**src/rtl/nx_stream_distributor_pkg.sv**
```systemverilog
// Shared node-mesh constants and types: message layout, ID width,
// outbound direction encoding and the dimension-ordered routing decode.
package NXConstants;

    localparam int ID_WIDTH        = 4;
    localparam int COMMAND_WIDTH   = 2;
    localparam int PAYLOAD_WIDTH   = 22;

    // Four mesh directions plus the local bypass stream.
    localparam int DIRECTION_COUNT = 4;
    localparam int STREAM_COUNT    = 5;
    localparam int BYPASS_INDEX    = 4;

    typedef struct packed {
        logic [ID_WIDTH-1:0]      row;
        logic [ID_WIDTH-1:0]      column;
        logic [COMMAND_WIDTH-1:0] command;
    } node_header_t;

    typedef struct packed {
        node_header_t             header;
        logic [PAYLOAD_WIDTH-1:0] payload;
    } node_message_t;

    typedef enum logic [1:0] {
        NORTH = 2'd0,
        EAST  = 2'd1,
        SOUTH = 2'd2,
        WEST  = 2'd3
    } direction_t;

    // Result of the routing decode: either a mesh direction or local delivery.
    typedef struct packed {
        logic       bypass;
        direction_t direction;
    } route_t;

    // Dimension-ordered routing: resolve the column first, then the row.
    // Comparisons are unsigned and never wrap, so IDs at 0 or the maximum
    // value route exactly like any other.
    function automatic route_t nx_route_direction(
        input logic [ID_WIDTH-1:0] target_row,
        input logic [ID_WIDTH-1:0] target_column,
        input logic [ID_WIDTH-1:0] own_row,
        input logic [ID_WIDTH-1:0] own_column
    );
        route_t route;
        route.bypass    = 1'b0;
        route.direction = NORTH;
        if (target_column > own_column) begin
            route.direction = EAST;
        end else if (target_column < own_column) begin
            route.direction = WEST;
        end else if (target_row > own_row) begin
            route.direction = SOUTH;
        end else if (target_row < own_row) begin
            route.direction = NORTH;
        end else begin
            route.bypass = 1'b1;
        end
        return route;
    endfunction

    // Flatten a route onto the 0..4 stream index (directions 0..3, bypass 4).
    function automatic logic [2:0] nx_stream_index(input route_t route);
        logic [2:0] index;
        if (route.bypass) begin
            index = 3'(BYPASS_INDEX);
        end else begin
            index = {1'b0, route.direction};
        end
        return index;
    endfunction

endpackage

```
**src/rtl/nx_stream_buffer2.sv**
```systemverilog
// Two-entry node_message_t FIFO. The head comes straight from the storage
// registers, so the output data has no combinational path from the push side.
// Fullness is purely registered; the caller must not push while full.
module nx_stream_buffer2
    import NXConstants::*;
(
    input  logic          i_clk,
    input  logic          i_rst,
    input  logic          i_push,
    input  node_message_t i_push_data,
    input  logic          i_pop,
    output node_message_t o_head_data,
    output logic          o_empty,
    output logic          o_full
);

    localparam int DEPTH = 2;

    node_message_t entry_reg [DEPTH];
    logic          wr_ptr_reg;
    logic          wr_ptr_next;
    logic          rd_ptr_reg;
    logic          rd_ptr_next;
    logic [1:0]    count_reg;
    logic [1:0]    count_next;

    // Pointers toggle (wrap modulo 2) on each push/pop; count tracks occupancy 0..2.
    always_comb begin
        wr_ptr_next = wr_ptr_reg;
        rd_ptr_next = rd_ptr_reg;
        count_next  = count_reg;
        if (i_push) begin
            wr_ptr_next = ~wr_ptr_reg;
        end
        if (i_pop) begin
            rd_ptr_next = ~rd_ptr_reg;
        end
        case ({i_push, i_pop})
            2'b10:   count_next = count_reg + 2'd1;
            2'b01:   count_next = count_reg - 2'd1;
            default: count_next = count_reg;
        endcase
    end

    // Pointer and occupancy registers; reset empties the buffer immediately.
    always_ff @(posedge i_clk or posedge i_rst) begin
        if (i_rst) begin
            wr_ptr_reg <= 1'b0;
            rd_ptr_reg <= 1'b0;
            count_reg  <= 2'd0;
        end else begin
            wr_ptr_reg <= wr_ptr_next;
            rd_ptr_reg <= rd_ptr_next;
            count_reg  <= count_next;
        end
    end

    // Storage: write the slot under the write pointer; cleared on reset so
    // the output data reads zero while the buffer is held in reset.
    always_ff @(posedge i_clk or posedge i_rst) begin
        if (i_rst) begin
            for (int i = 0; i < DEPTH; i++) begin
                entry_reg[i] <= '0;
            end
        end else begin
            for (int i = 0; i < DEPTH; i++) begin
                if (i_push && (wr_ptr_reg == 1'(i))) begin
                    entry_reg[i] <= i_push_data;
                end
            end
        end
    end

    assign o_head_data = entry_reg[rd_ptr_reg];
    assign o_empty     = (count_reg == 2'd0);
    assign o_full      = (count_reg == 2'd2);

    // Overflow and underflow are unreachable when the caller honours empty/full.
    assert property (@(posedge i_clk) disable iff (i_rst) !(i_push && o_full))
        else $error("nx_stream_buffer2: push while full");
    assert property (@(posedge i_clk) disable iff (i_rst) !(i_pop && o_empty))
        else $error("nx_stream_buffer2: pop while empty");

endmodule

```
**src/rtl/nx_stream_distributor.sv**
```systemverilog
// Transmit-side steering for one mesh node: routes each egress message to
// north/east/south/west or local bypass by dimension-ordered decode, with an
// independent 2-entry buffer per output. A full target buffer blocks the
// inbound stream (head-of-line); other outputs keep draining.
module nx_stream_distributor
    import NXConstants::*;
(
    input  logic                i_clk,
    input  logic                i_rst,
    input  logic [ID_WIDTH-1:0] i_node_row,
    input  logic [ID_WIDTH-1:0] i_node_column,
    input  node_message_t       i_inbound_data,
    input  logic                i_inbound_valid,
    output logic                o_inbound_ready,
    output node_message_t       o_outbound_data  [DIRECTION_COUNT],
    output logic                o_outbound_valid [DIRECTION_COUNT],
    input  logic                i_outbound_ready [DIRECTION_COUNT],
    output node_message_t       o_bypass_data,
    output logic                o_bypass_valid,
    input  logic                i_bypass_ready
);

    route_t                  inbound_route;
    logic [2:0]              target_index;
    logic                    target_full;

    node_message_t           stream_data [STREAM_COUNT];
    logic [STREAM_COUNT-1:0] stream_empty;
    logic [STREAM_COUNT-1:0] stream_full;
    logic [STREAM_COUNT-1:0] stream_push;
    logic [STREAM_COUNT-1:0] stream_pop;
    logic [STREAM_COUNT-1:0] stream_ready;

    // Decode the target stream and look up its registered fullness. Ready
    // depends only on this decode and buffer state, never on downstream ready.
    always_comb begin
        inbound_route   = nx_route_direction(i_inbound_data.header.row,
                                             i_inbound_data.header.column,
                                             i_node_row, i_node_column);
        target_index    = nx_stream_index(inbound_route);
        target_full     = stream_full[target_index];
        o_inbound_ready = !target_full;
    end

    // One buffer per output stream; push on an accepted inbound message
    // aimed at it, pop on its own downstream handshake.
    generate
        for (genvar gi = 0; gi < STREAM_COUNT; gi++) begin : g_stream
            assign stream_push[gi] = i_inbound_valid && o_inbound_ready
                                     && (target_index == 3'(gi));
            assign stream_pop[gi]  = !stream_empty[gi] && stream_ready[gi];

            nx_stream_buffer2 u_buffer (
                .i_clk       (i_clk),
                .i_rst       (i_rst),
                .i_push      (stream_push[gi]),
                .i_push_data (i_inbound_data),
                .i_pop       (stream_pop[gi]),
                .o_head_data (stream_data[gi]),
                .o_empty     (stream_empty[gi]),
                .o_full      (stream_full[gi])
            );
        end
    endgenerate

    // Map the four mesh streams onto the direction-indexed ports.
    generate
        for (genvar gi = 0; gi < DIRECTION_COUNT; gi++) begin : g_direction
            assign o_outbound_data[gi]  = stream_data[gi];
            assign o_outbound_valid[gi] = !stream_empty[gi];
            assign stream_ready[gi]     = i_outbound_ready[gi];
        end
    endgenerate

    assign o_bypass_data              = stream_data[BYPASS_INDEX];
    assign o_bypass_valid             = !stream_empty[BYPASS_INDEX];
    assign stream_ready[BYPASS_INDEX] = i_bypass_ready;

endmodule
```
**config.mk**
```make
export PLATFORM = sky130hd
export DESIGN_NAME = nx_stream_distributor
export DESIGN_NICKNAME = d
export VERILOG_FILES = /design/src/rtl/nx_stream_distributor_pkg.sv /design/src/rtl/nx_stream_buffer2.sv /design/src/rtl/nx_stream_distributor.sv
export SDC_FILE = /design/constraint.sdc
export NUM_CORES = 1
export LEC_CHECK = 0
export BUFFER_PORTS_ARGS = -buffer_cell sky130_fd_sc_hd__clkbuf_2
export CORE_ASPECT_RATIO = 1.25
export CORE_MARGIN = 2
export CORE_UTILIZATION = 45
export DETAILED_ROUTE_END_ITERATION = 6
export PLACE_DENSITY = 0.65
export SKIP_CTS_REPAIR_TIMING = 1
export SLEW_MARGIN = 20
export SYNTH_ARGS = -nofsm -noshare
export SYNTH_HDL_FRONTEND = slang
export SYNTH_SLANG_ARGS = --single-unit
export TNS_END_PERCENT = 5
```
**constraint.sdc**
```tcl
create_clock -name i_clk -period 19.85 [get_ports i_clk]
set_clock_uncertainty 0.1 [all_clocks]
set_input_delay 3.97 -clock i_clk [delete_from_list [all_inputs] [get_ports i_clk]]
set_output_delay 3.97 -clock i_clk [all_outputs]
set_load 0.05 [all_outputs]
```
# Word level (Yosys, flattened, before mapping)
# Cells that the tools add are included.
# totals
inputBits	48
out_inout_bits	166
wordCells	177
regBits	340
# classes
eq_ne	19
mux	30
n_bitwise	15
n_reduce_logical	38
magnitude_cmp	10
addsub	10
# op_table
cell	count
$mux 32	15
$logic_and 1x1->1	21
$eq 2x2->1 const B	10
$pmux 2 s2	5
$add 2x1->2 const B	5
$eq 2x1->1 const B	5
$ge 2x2->1 const B	5
$logic_not 2->1	5
$not 1->1	10
$not 1->2	5
$reduce_bool 2->1	5
$sub 2x1->2 const B	5
$gt 4x4->1	2
$lt 4x4->1	2
$eq 3x2->1 const B	2
$logic_not 1->1	6
$mux 2	3
$mux 1	5
$lt 3x4->1 const B	1
$bmux 1 s3	1
$eq 3x1->1 const B	1
$eq 3x3->1 const B	1
$logic_not 3->1	1
$mux 3	1

# Logic depth before layout (Yosys ltp)
# Gate-level depths: netlist of the first run.
# depth
word_depth	13
ltp_mapped	12
depth_no_buf	11

# Hierarchy
# Synthesis of the first run repeated with hierarchy kept, for this count alone.
# unflattened
cells_unflattened	992
hier_area_um2	15756.4
# modules_own_cells
mod	area_per_inst_um2	n_inst	seq_area_each_um2	cells_each
nx_stream_buffer2 (g_stream[0].u_buffer ...)	3091.7	4	1701.6	188
nx_stream_buffer2 (g_stream[4].u_buffer)	2991.6	1	1701.6	188
nx_stream_distributor	397.9	1	0.0	52

# Worst setup path before layout of the first run
# No wires, ideal clock.
# synth_path
path_type	input port to output port
from	input i_inbound_data[28] (netlist name)
to	output o_inbound_ready
t_required_ns	15.780
path_slack_ns	9.536
t_arrival_ns	6.244
stages	8
path_buffers	1
path_cell_list	clkbuf_1 inv_1 ha_1 and4_1 and2_4 a2111oi_2 or4_4 a21oi_1
# synth_between
elab_chain_cells	9
elab_cells_between_ends	13
cone_classes	order compare (2); mux (10); reduce/logical (1)
# synth_lines
element	line_no	rtl
from (decl)	nx_stream_distributor.sv:12	input node_message_t i_inbound_data,
$lt 4x4->1	nx_stream_distributor_pkg.sv:56	end else if (target_row < own_row) begin
$mux 1	nx_stream_distributor_pkg.sv:56	
$mux 1	nx_stream_distributor_pkg.sv:54	end else if (target_row > own_row) begin
$mux 1	nx_stream_distributor_pkg.sv:52	end else if (target_column < own_column) begin
$mux 1	nx_stream_distributor_pkg.sv:50	if (target_column > own_column) begin
$mux 3 *	nx_stream_distributor_pkg.sv:67	if (route.bypass) begin
$bmux 1 s3 *	nx_stream_distributor.sv:41	target_full = stream_full[target_index];
$mux 1 (not written as such) *	nx_stream_distributor.sv:41	
$logic_not 1->1 *	nx_stream_distributor.sv:42	o_inbound_ready = !target_full;
to (decl)	nx_stream_distributor.sv:14	output logic o_inbound_ready,
# Every way passes the cells marked *; elsewhere a longest branch is shown, timed or not. The select of a mux whose other input is x is not followed.

# Final worst setup path of the first run
# layout_path
from	input i_inbound_data[24] (netlist name)
to	output o_inbound_ready
# layout_between
elab_chain_cells	7
elab_cells_between_ends	10
cone_classes	order compare (2); mux (7); reduce/logical (1)
# layout_lines
element	line_no
$lt 4x4->1	nx_stream_distributor_pkg.sv:52
$mux 2 / $mux 1 (equally long branches)	nx_stream_distributor_pkg.sv:52
$mux 2 / $mux 1 (equally long branches)	nx_stream_distributor_pkg.sv:50
$mux 3 *	nx_stream_distributor_pkg.sv:67
$bmux 1 s3 *	nx_stream_distributor.sv:41
$mux 1 (not written as such) *	nx_stream_distributor.sv:41
$logic_not 1->1 *	nx_stream_distributor.sv:42
# Marked as above.

==> flow_metrics.tcl, run 1 <==
set metrics [dict create \
    crit_path_start "i_inbound_data[24]" \
    crit_chain "clkbuf_2 > inv_1 > ha_1 > nand4_1 > a211oi_1 > o21ai_1 > a21oi_1 > clkbuf_2" \
    start_util_pct 45.6 \
    synth_top_area_share_pct 55.7 \
    run_status "finished clean" \
    grt_use_total_pct 21.2 \
    clock_tree_from_tritoncts "done" \
    setup_viol 0 \
    cts_sinks 340 \
    regToRegStartpoint "g_stream[1].u_buffer.count_reg[0]" \
    yosys_most_used_dff "sky130_fd_sc_hd__dfrtp_1" \
    synth.cell_area_mm2 0.0153 \
    cellLeakagePower_nw 8.88 \
    critical-path-top-cell-by-count "sky130_fd_sc_hd__clkbuf_2" \
    yosys-top-cells-count "391 x sky130_fd_sc_hd__mux2_2, 340 x sky130_fd_sc_hd__dfrtp_1, 59 x sky130_fd_sc_hd__mux2_1, 32 x sky130_fd_sc_hd__clkbuf_1" \
    route.vias.total 8796 \
    synth.yosys.seq_area_share_pct 55.7 \
    synthArstFlopShare_pct 100 \
    cts.clk_slew.worst_paths_ns 0.06 \
    coreArea_mm2 0.0335 \
    timing.setup.tns_ns 0 \
    clockBufferDepth 3 \
    maxSlewViolCount 0 \
    period_needed_ns 10.20 \
    finish.net_count 1262 \
    grt_first_pass_wirelength_mm 57.2 \
    detail_route.drc_violations 0 \
    synth_area_per_cell_um2 15.0 \
    grt_start_max_net_pins 135 \
    grt_pass1_vias 9437 \
    mappedNetlistNets 1082 \
    diodes 0 \
    clock_tree.root_cell "sky130_fd_sc_hd__clkbuf_16" \
    die_width_um 169 \
    reg2reg_depth 5 \
    critPathMaxStageDelay_ns 0.48 \
    htree_levels 2 \
    yosys.cell_count.top_type "sky130_fd_sc_hd__mux2_2" \
    detail_route.wirelength_mm 37.2 \
    max_slew_margin_pct 30.5 \
    cap_violations 0 \
    synth_cell_type_count 39 \
    gpl.final_weighted_congestion 0.761 \
    drt_pre_antenna_iters 4 \
    num_io_pins 214 \
    slowest_stage "sky130_fd_sc_hd__a211oi_1" \
    port_buffers 213 \
    drt-wirelength-per-cell_um 22.5 \
    cp-endpoint "o_inbound_ready" \
    layoutNonFillerInstCount 1651 \
    worst-endpoint-arrival_ns 6.13 \
    irDropWorstVdd_mv 0.124 \
    worst_setup_path_end_kind "output port" \
    hold_path.class "flop to flop" \
    worstPathBufferInverterCount 3 \
    post_synth_inst_count 1021 \
    detail_route.vias_per_cell 5.33 \
    post-route-period-util_pct 51.4 \
    die_area_mm2 0.0355 \
    number_of_antenna_violations_at_the_first_check_in_global_routing 0 \
    initialDrtViolationCount 325 \
    regToRegEndpoint "g_stream[1].u_buffer.entry_reg[63]" \
    ff2ff_setup_slack_ns 17.14 \
    yosys_register_bits 340 \
    worstMarginPinSlew_ns 1.04 \
    synth-edff-count 0 \
    count_of_final_hold_check_violations 0 \
    std_cell_rows 75 \
    clk_latency_ns 0.53 \
    yosys-top-cells-area "sky130_fd_sc_hd__dfrtp_1 56%, sky130_fd_sc_hd__mux2_2 29%, sky130_fd_sc_hd__mux2_1 4.3%, sky130_fd_sc_hd__mux2_4 2.9%, sky130_fd_sc_hd__ha_1 1.1%" \
    timing.hold.worst_path_depth 1 \
    area_delta_synth_final_pct 17.0 \
    share_of_final_layout_standard_cells_stronger_than_drive_strength_1_pct 59.4 \
    synth_top_cell_by_area "sky130_fd_sc_hd__dfrtp_1" \
    numCtsBuffers 37 \
    required_ns 15.78 \
    dp.final_hpwl_mm 23.4 \
    power_density_mw_per_mm2 171 \
    path_max_fanout 11 \
    ys.warnings.count 0 \
    grt_setup_unrepaired "no" \
    placedCellCount 1585 \
    criticalPathCategory "primary input to output port" \
    critical-path-top-delay-family "compound AO/OA/AOI/OAI gates" \
    ant_nets 0 \
    largest_register_ff_count 320 \
    timing.critical_path.depth 8 \
    grt.overflow.total 0 \
    dieHeight_um 210 \
    fmax_mhz 98.0 \
    worstSetupStartpointType "primary input" \
]
==> through the flow <==
step	utilization (%)	total power, mW	hold slack (ns)	area, µm²	setup WS (ns)
final	53.4	3.05	0.382	17900	9.65
after global routing	53.4	3.20	0.400	17900	9.53
after CTS	53.4	3.09	0.385	17900	9.68
after detailed placement	49.6	2.37	0.372	16600	9.69
after global placement	49.6	2.35	0.358	16600	9.75
after floorplan	-	2.06	0.345	15300	6.36
==> layout make-up <==
cell class                      instances  area (µm²)
Fill cell                            2875       15600
Sequential cell                       340        8510
Multi-Input combinational cell        582        6370
Timing Repair Buffer                  225        1160
Clock buffer                           58        1130
Tap cell                              423         529
Clock inverter                          8         121
Inverter                               15        63.8
==> logic make-up after synthesis <==
logic type | count (synthesis) | synth area share [%]
compound gates | 16 | 0.851
xor+xnor | 24 | 1.38
flops | 340 | 55.7
buf+inv | 99 | 3.03
simple gates | 49 | 1.92
mux | 480 | 36.1
fa+ha+maj | 13 | 1.06
==> layout by cell type (no fill, tap or decap), types with 5 or more instances in the layout <==
cell type / netlist / layout
sky130_fd_sc_hd__a21oi_1: 6 / 6
sky130_fd_sc_hd__and2_1: 6 / 6
sky130_fd_sc_hd__buf_4: 3 / 12
sky130_fd_sc_hd__clkbuf_1: 32 / 11
sky130_fd_sc_hd__clkbuf_16: 0 / 39
sky130_fd_sc_hd__clkbuf_2: 0 / 213
sky130_fd_sc_hd__clkbuf_8: 0 / 8
sky130_fd_sc_hd__dfrtp_1: 340 / 335
sky130_fd_sc_hd__dfrtp_2: 0 / 5
sky130_fd_sc_hd__ha_1: 13 / 13
sky130_fd_sc_hd__inv_1: 15 / 14
sky130_fd_sc_hd__mux2_1: 59 / 59
sky130_fd_sc_hd__mux2_2: 391 / 391
sky130_fd_sc_hd__mux2_4: 30 / 30
sky130_fd_sc_hd__nor2_1: 12 / 7
sky130_fd_sc_hd__nor2_4: 0 / 5
sky130_fd_sc_hd__or2_2: 5 / 6
sky130_fd_sc_hd__xnor2_1: 15 / 15
sky130_fd_sc_hd__xor2_1: 9 / 9
==> power breakdown <==
group          switching, mW  internal, mW  total, mW
logic                  0.804         0.444       1.25
clock network          0.276         0.429      0.705
registers              0.194         0.905       1.10
==> metal layers <==
metal | track usage (%) | share of wire [%] | up-vias
li1 | - | - | 3944
met1 | 27.2 | 43 | 4629
met2 | 36.6 | 50 | 186
met3 | 5.22 | 5.5 | 37
met4 | 4.58 | 1.4 | 0
met5 | 0 | 0 | -
==> worst min path at each step <==
stage | start | endpoint | slack (ns)
final | g_stream[0].u_buffer.entry_reg[45] | g_stream[0].u_buffer.entry_reg[45] | 0.38
after global routing | g_stream[0].u_buffer.entry_reg[51] | g_stream[0].u_buffer.entry_reg[51] | 0.40
after CTS | g_stream[0].u_buffer.entry_reg[45] | g_stream[0].u_buffer.entry_reg[45] | 0.38
after detailed placement | g_stream[0].u_buffer.entry_reg[51] | g_stream[0].u_buffer.entry_reg[51] | 0.37
after global placement | g_stream[2].u_buffer.wr_ptr_reg | g_stream[2].u_buffer.wr_ptr_reg | 0.36
after floorplan | g_stream[2].u_buffer.wr_ptr_reg | g_stream[2].u_buffer.wr_ptr_reg | 0.35
(Power assumes the default switching activity.)
==> run 2: changes to the inputs <==
- clock period: 19.85 -> 9.8 ns (I/O delays scaled with it)
==> run 2 against run 1 <==
Effect of this change: non-clock buffer count stayed put; wire length fell by 1.2%; via count down 0.14%; worst setup slack worse by 6.0 ns; core utilization rose by 0.21 points; cell area up 0.39%; sequential power grew 100%; global-route usage decreased by 0.085 points; sequential share of layout area is 0.19 points lower; combinational power increased by 100%; flip-flop and latch count unchanged.
==> flow_metrics.tcl, run 2 (synthesized netlist as in run 1, its figures left out) <==
set metrics [dict create \
    run_status "finished clean" \
    grt_pass1_vias 9465 \
    num_io_pins 214 \
    coreArea_mm2 0.0335 \
    grt_setup_unrepaired "no" \
    irDropWorstVdd_mv 0.251 \
    cts_sinks 340 \
    die_width_um 169 \
    leading_cell_types_in_the_layout_fill_and_taps_excluded "391 x sky130_fd_sc_hd__mux2_2, 335 x sky130_fd_sc_hd__dfrtp_1, 213 x sky130_fd_sc_hd__clkbuf_2, 59 x sky130_fd_sc_hd__mux2_1, 37 x sky130_fd_sc_hd__clkbuf_16" \
    hold_path.class "flop to flop" \
    htree_levels 2 \
    cap_violations 0 \
    clock_tree_from_tritoncts "done" \
    area_delta_synth_final_pct 17.4 \
    start_util_pct 45.6 \
    power.net_switching_mw 2.57 \
    required_ns 7.74 \
    grt_use_total_pct 21.1 \
    fillers 2827 \
    fmax_mhz 162 \
    grt_first_pass_wirelength_mm 57.0 \
    number_of_antenna_violations_at_the_first_check_in_global_routing 0 \
    die_area_mm2 0.0355 \
    diodes 0 \
    finish.net_count 1262 \
    route.vias.total 8784 \
    gpl.final_weighted_congestion 0.791 \
    detail_route.drc_violations 0 \
    worstMarginPinSlew_ns 1.06 \
    drt-wirelength-per-cell_um 22.2 \
    power.combinational.fraction_pct 40.5 \
    power_density_mw_per_mm2 347 \
    max_slew_margin_pct 29.1 \
    initialDrtViolationCount 280 \
    ant_nets 0 \
    cellLeakagePower_nw 8.90 \
    clockBufferDepth 3 \
    power_report.internal_total_mw 3.66 \
    power.share.switching_pct 41.3 \
    post-route-period-util_pct 63.1 \
    std_cell_rows 75 \
    layout.cells.most_common "sky130_fd_sc_hd__mux2_2" \
    grt.overflow.total 0 \
    power_frac_seq_pct 35.6 \
    drt_pre_antenna_iters 4 \
    largest_register_ff_count 320 \
    pwr-share-clk_pct 23.9 \
    setup_viol 0 \
    clk_latency_ns 0.53 \
    dieHeight_um 210 \
    clock_tree.root_cell "sky130_fd_sc_hd__clkbuf_16" \
    path_max_fanout 11 \
    worst_setup_path_end_kind "output port" \
    port_buffers 213 \
    criticalPathCategory "primary input to output port" \
    grt_start_max_net_pins 164 \
    maxSlewViolCount 0 \
    period_needed_ns 6.18 \
    count_of_final_hold_check_violations 0 \
    share_of_final_layout_standard_cells_stronger_than_drive_strength_1_pct 59.8 \
    cts.clk_slew.worst_paths_ns 0.06 \
    worst-endpoint-arrival_ns 4.12 \
    dp.final_hpwl_mm 23.3 \
    worstSetupStartpointType "primary input" \
    numCtsBuffers 37 \
    detail_route.wirelength_mm 36.8 \
    detail_route.vias_per_cell 5.32 \
    totalPowerFinal_mw 6.23 \
    timing.setup.tns_ns 0 \
]
[run 2: cell count changes in the layout (fill, tap and decap cells not counted), moves of 2 or more]
cell	before	now
sky130_fd_sc_hd__clkbuf_1	11	6
sky130_fd_sc_hd__bufinv_16	3	6
sky130_fd_sc_hd__buf_4	12	10
sky130_fd_sc_hd__clkbuf_16	39	37
sky130_fd_sc_hd__clkinv_2	3	5
sky130_fd_sc_hd__inv_6	1	3
[run 2: path summary, 6_finish.rpt]
check | startpoint | slack (ns) | end | depth (start not counted)
setup / recovery | i_inbound_data[24] | 3.62 | o_inbound_ready | 8
hold / removal | g_stream[2].u_buffer.wr_ptr_reg | 0.38 | g_stream[2].u_buffer.wr_ptr_reg | 2
setup reg to reg | g_stream[2].u_buffer.count_reg[0] | 7.08 | g_stream[3].u_buffer.entry_reg[31] | 7
hold reg to reg | g_stream[2].u_buffer.wr_ptr_reg | 0.38 | g_stream[2].u_buffer.wr_ptr_reg | 2
max in group asynchronous | i_rst | 6.15 | g_stream[0].u_buffer.entry_reg[49] | 4
min in group asynchronous | i_rst | 1.34 | g_stream[2].u_buffer.entry_reg[8] | 2
[run 2: layer usage]
metal / vias up / track usage [%] / share of wire [%]
met2: 166 / 36.5 / 51
met4: 0 / 4.79 / 1.5
met5: - / 0 / 0
met3: 39 / 3.81 / 3.6
li1: 3941 / - / -
met1: 4638 / 27.9 / 44
[run 2: power groups by stage]
stage	Combinational, mW	Sequential (mW)	Clock [mW]
final	2.52	2.22	1.49
after global routing	2.65	2.28	1.59
after CTS	2.55	2.23	1.53
after detailed placement	2.54	2.25	0
after global placement	2.53	2.23	0
after floorplan	2.17	2.00	0
[run 2: cell type report]
class	count	area (µm²)	share of cell area [%]
inverter	15	60.1	0.335
timing repair buffer	225	1170	6.53
multi-input combinational	582	6360	35.5
clock buffer	52	1070	5.97
sequential	340	8510	47.4
tap	423	529	2.95
clock inverter	15	239	1.33
[run 2: metrics by stage]
stage                     setup slack, ns  instances  area (µm²)  hold slack, ns  utilization [%]
after floorplan                      3.19       1021       15300           0.345                -
final                                3.62       1652       18000           0.380             53.6
after detailed placement             3.69       1585       16600           0.365             49.7
after global routing                 3.53       1652       18000           0.400             53.6
after global placement               3.72       1585       16600           0.360             49.7
after CTS                            3.68       1652       17900           0.380             53.6
[run 2: worst max-delay path, stage by stage]
cell and delay, ns:
sky130_fd_sc_hd__clkbuf_2 0.28, sky130_fd_sc_hd__inv_1 0.11, sky130_fd_sc_hd__ha_1 0.30, sky130_fd_sc_hd__nand4_1 0.17, sky130_fd_sc_hd__a211oi_1 0.49, sky130_fd_sc_hd__o21ai_1 0.28
sky130_fd_sc_hd__a21oi_1 0.22, sky130_fd_sc_hd__clkbuf_2 0.30
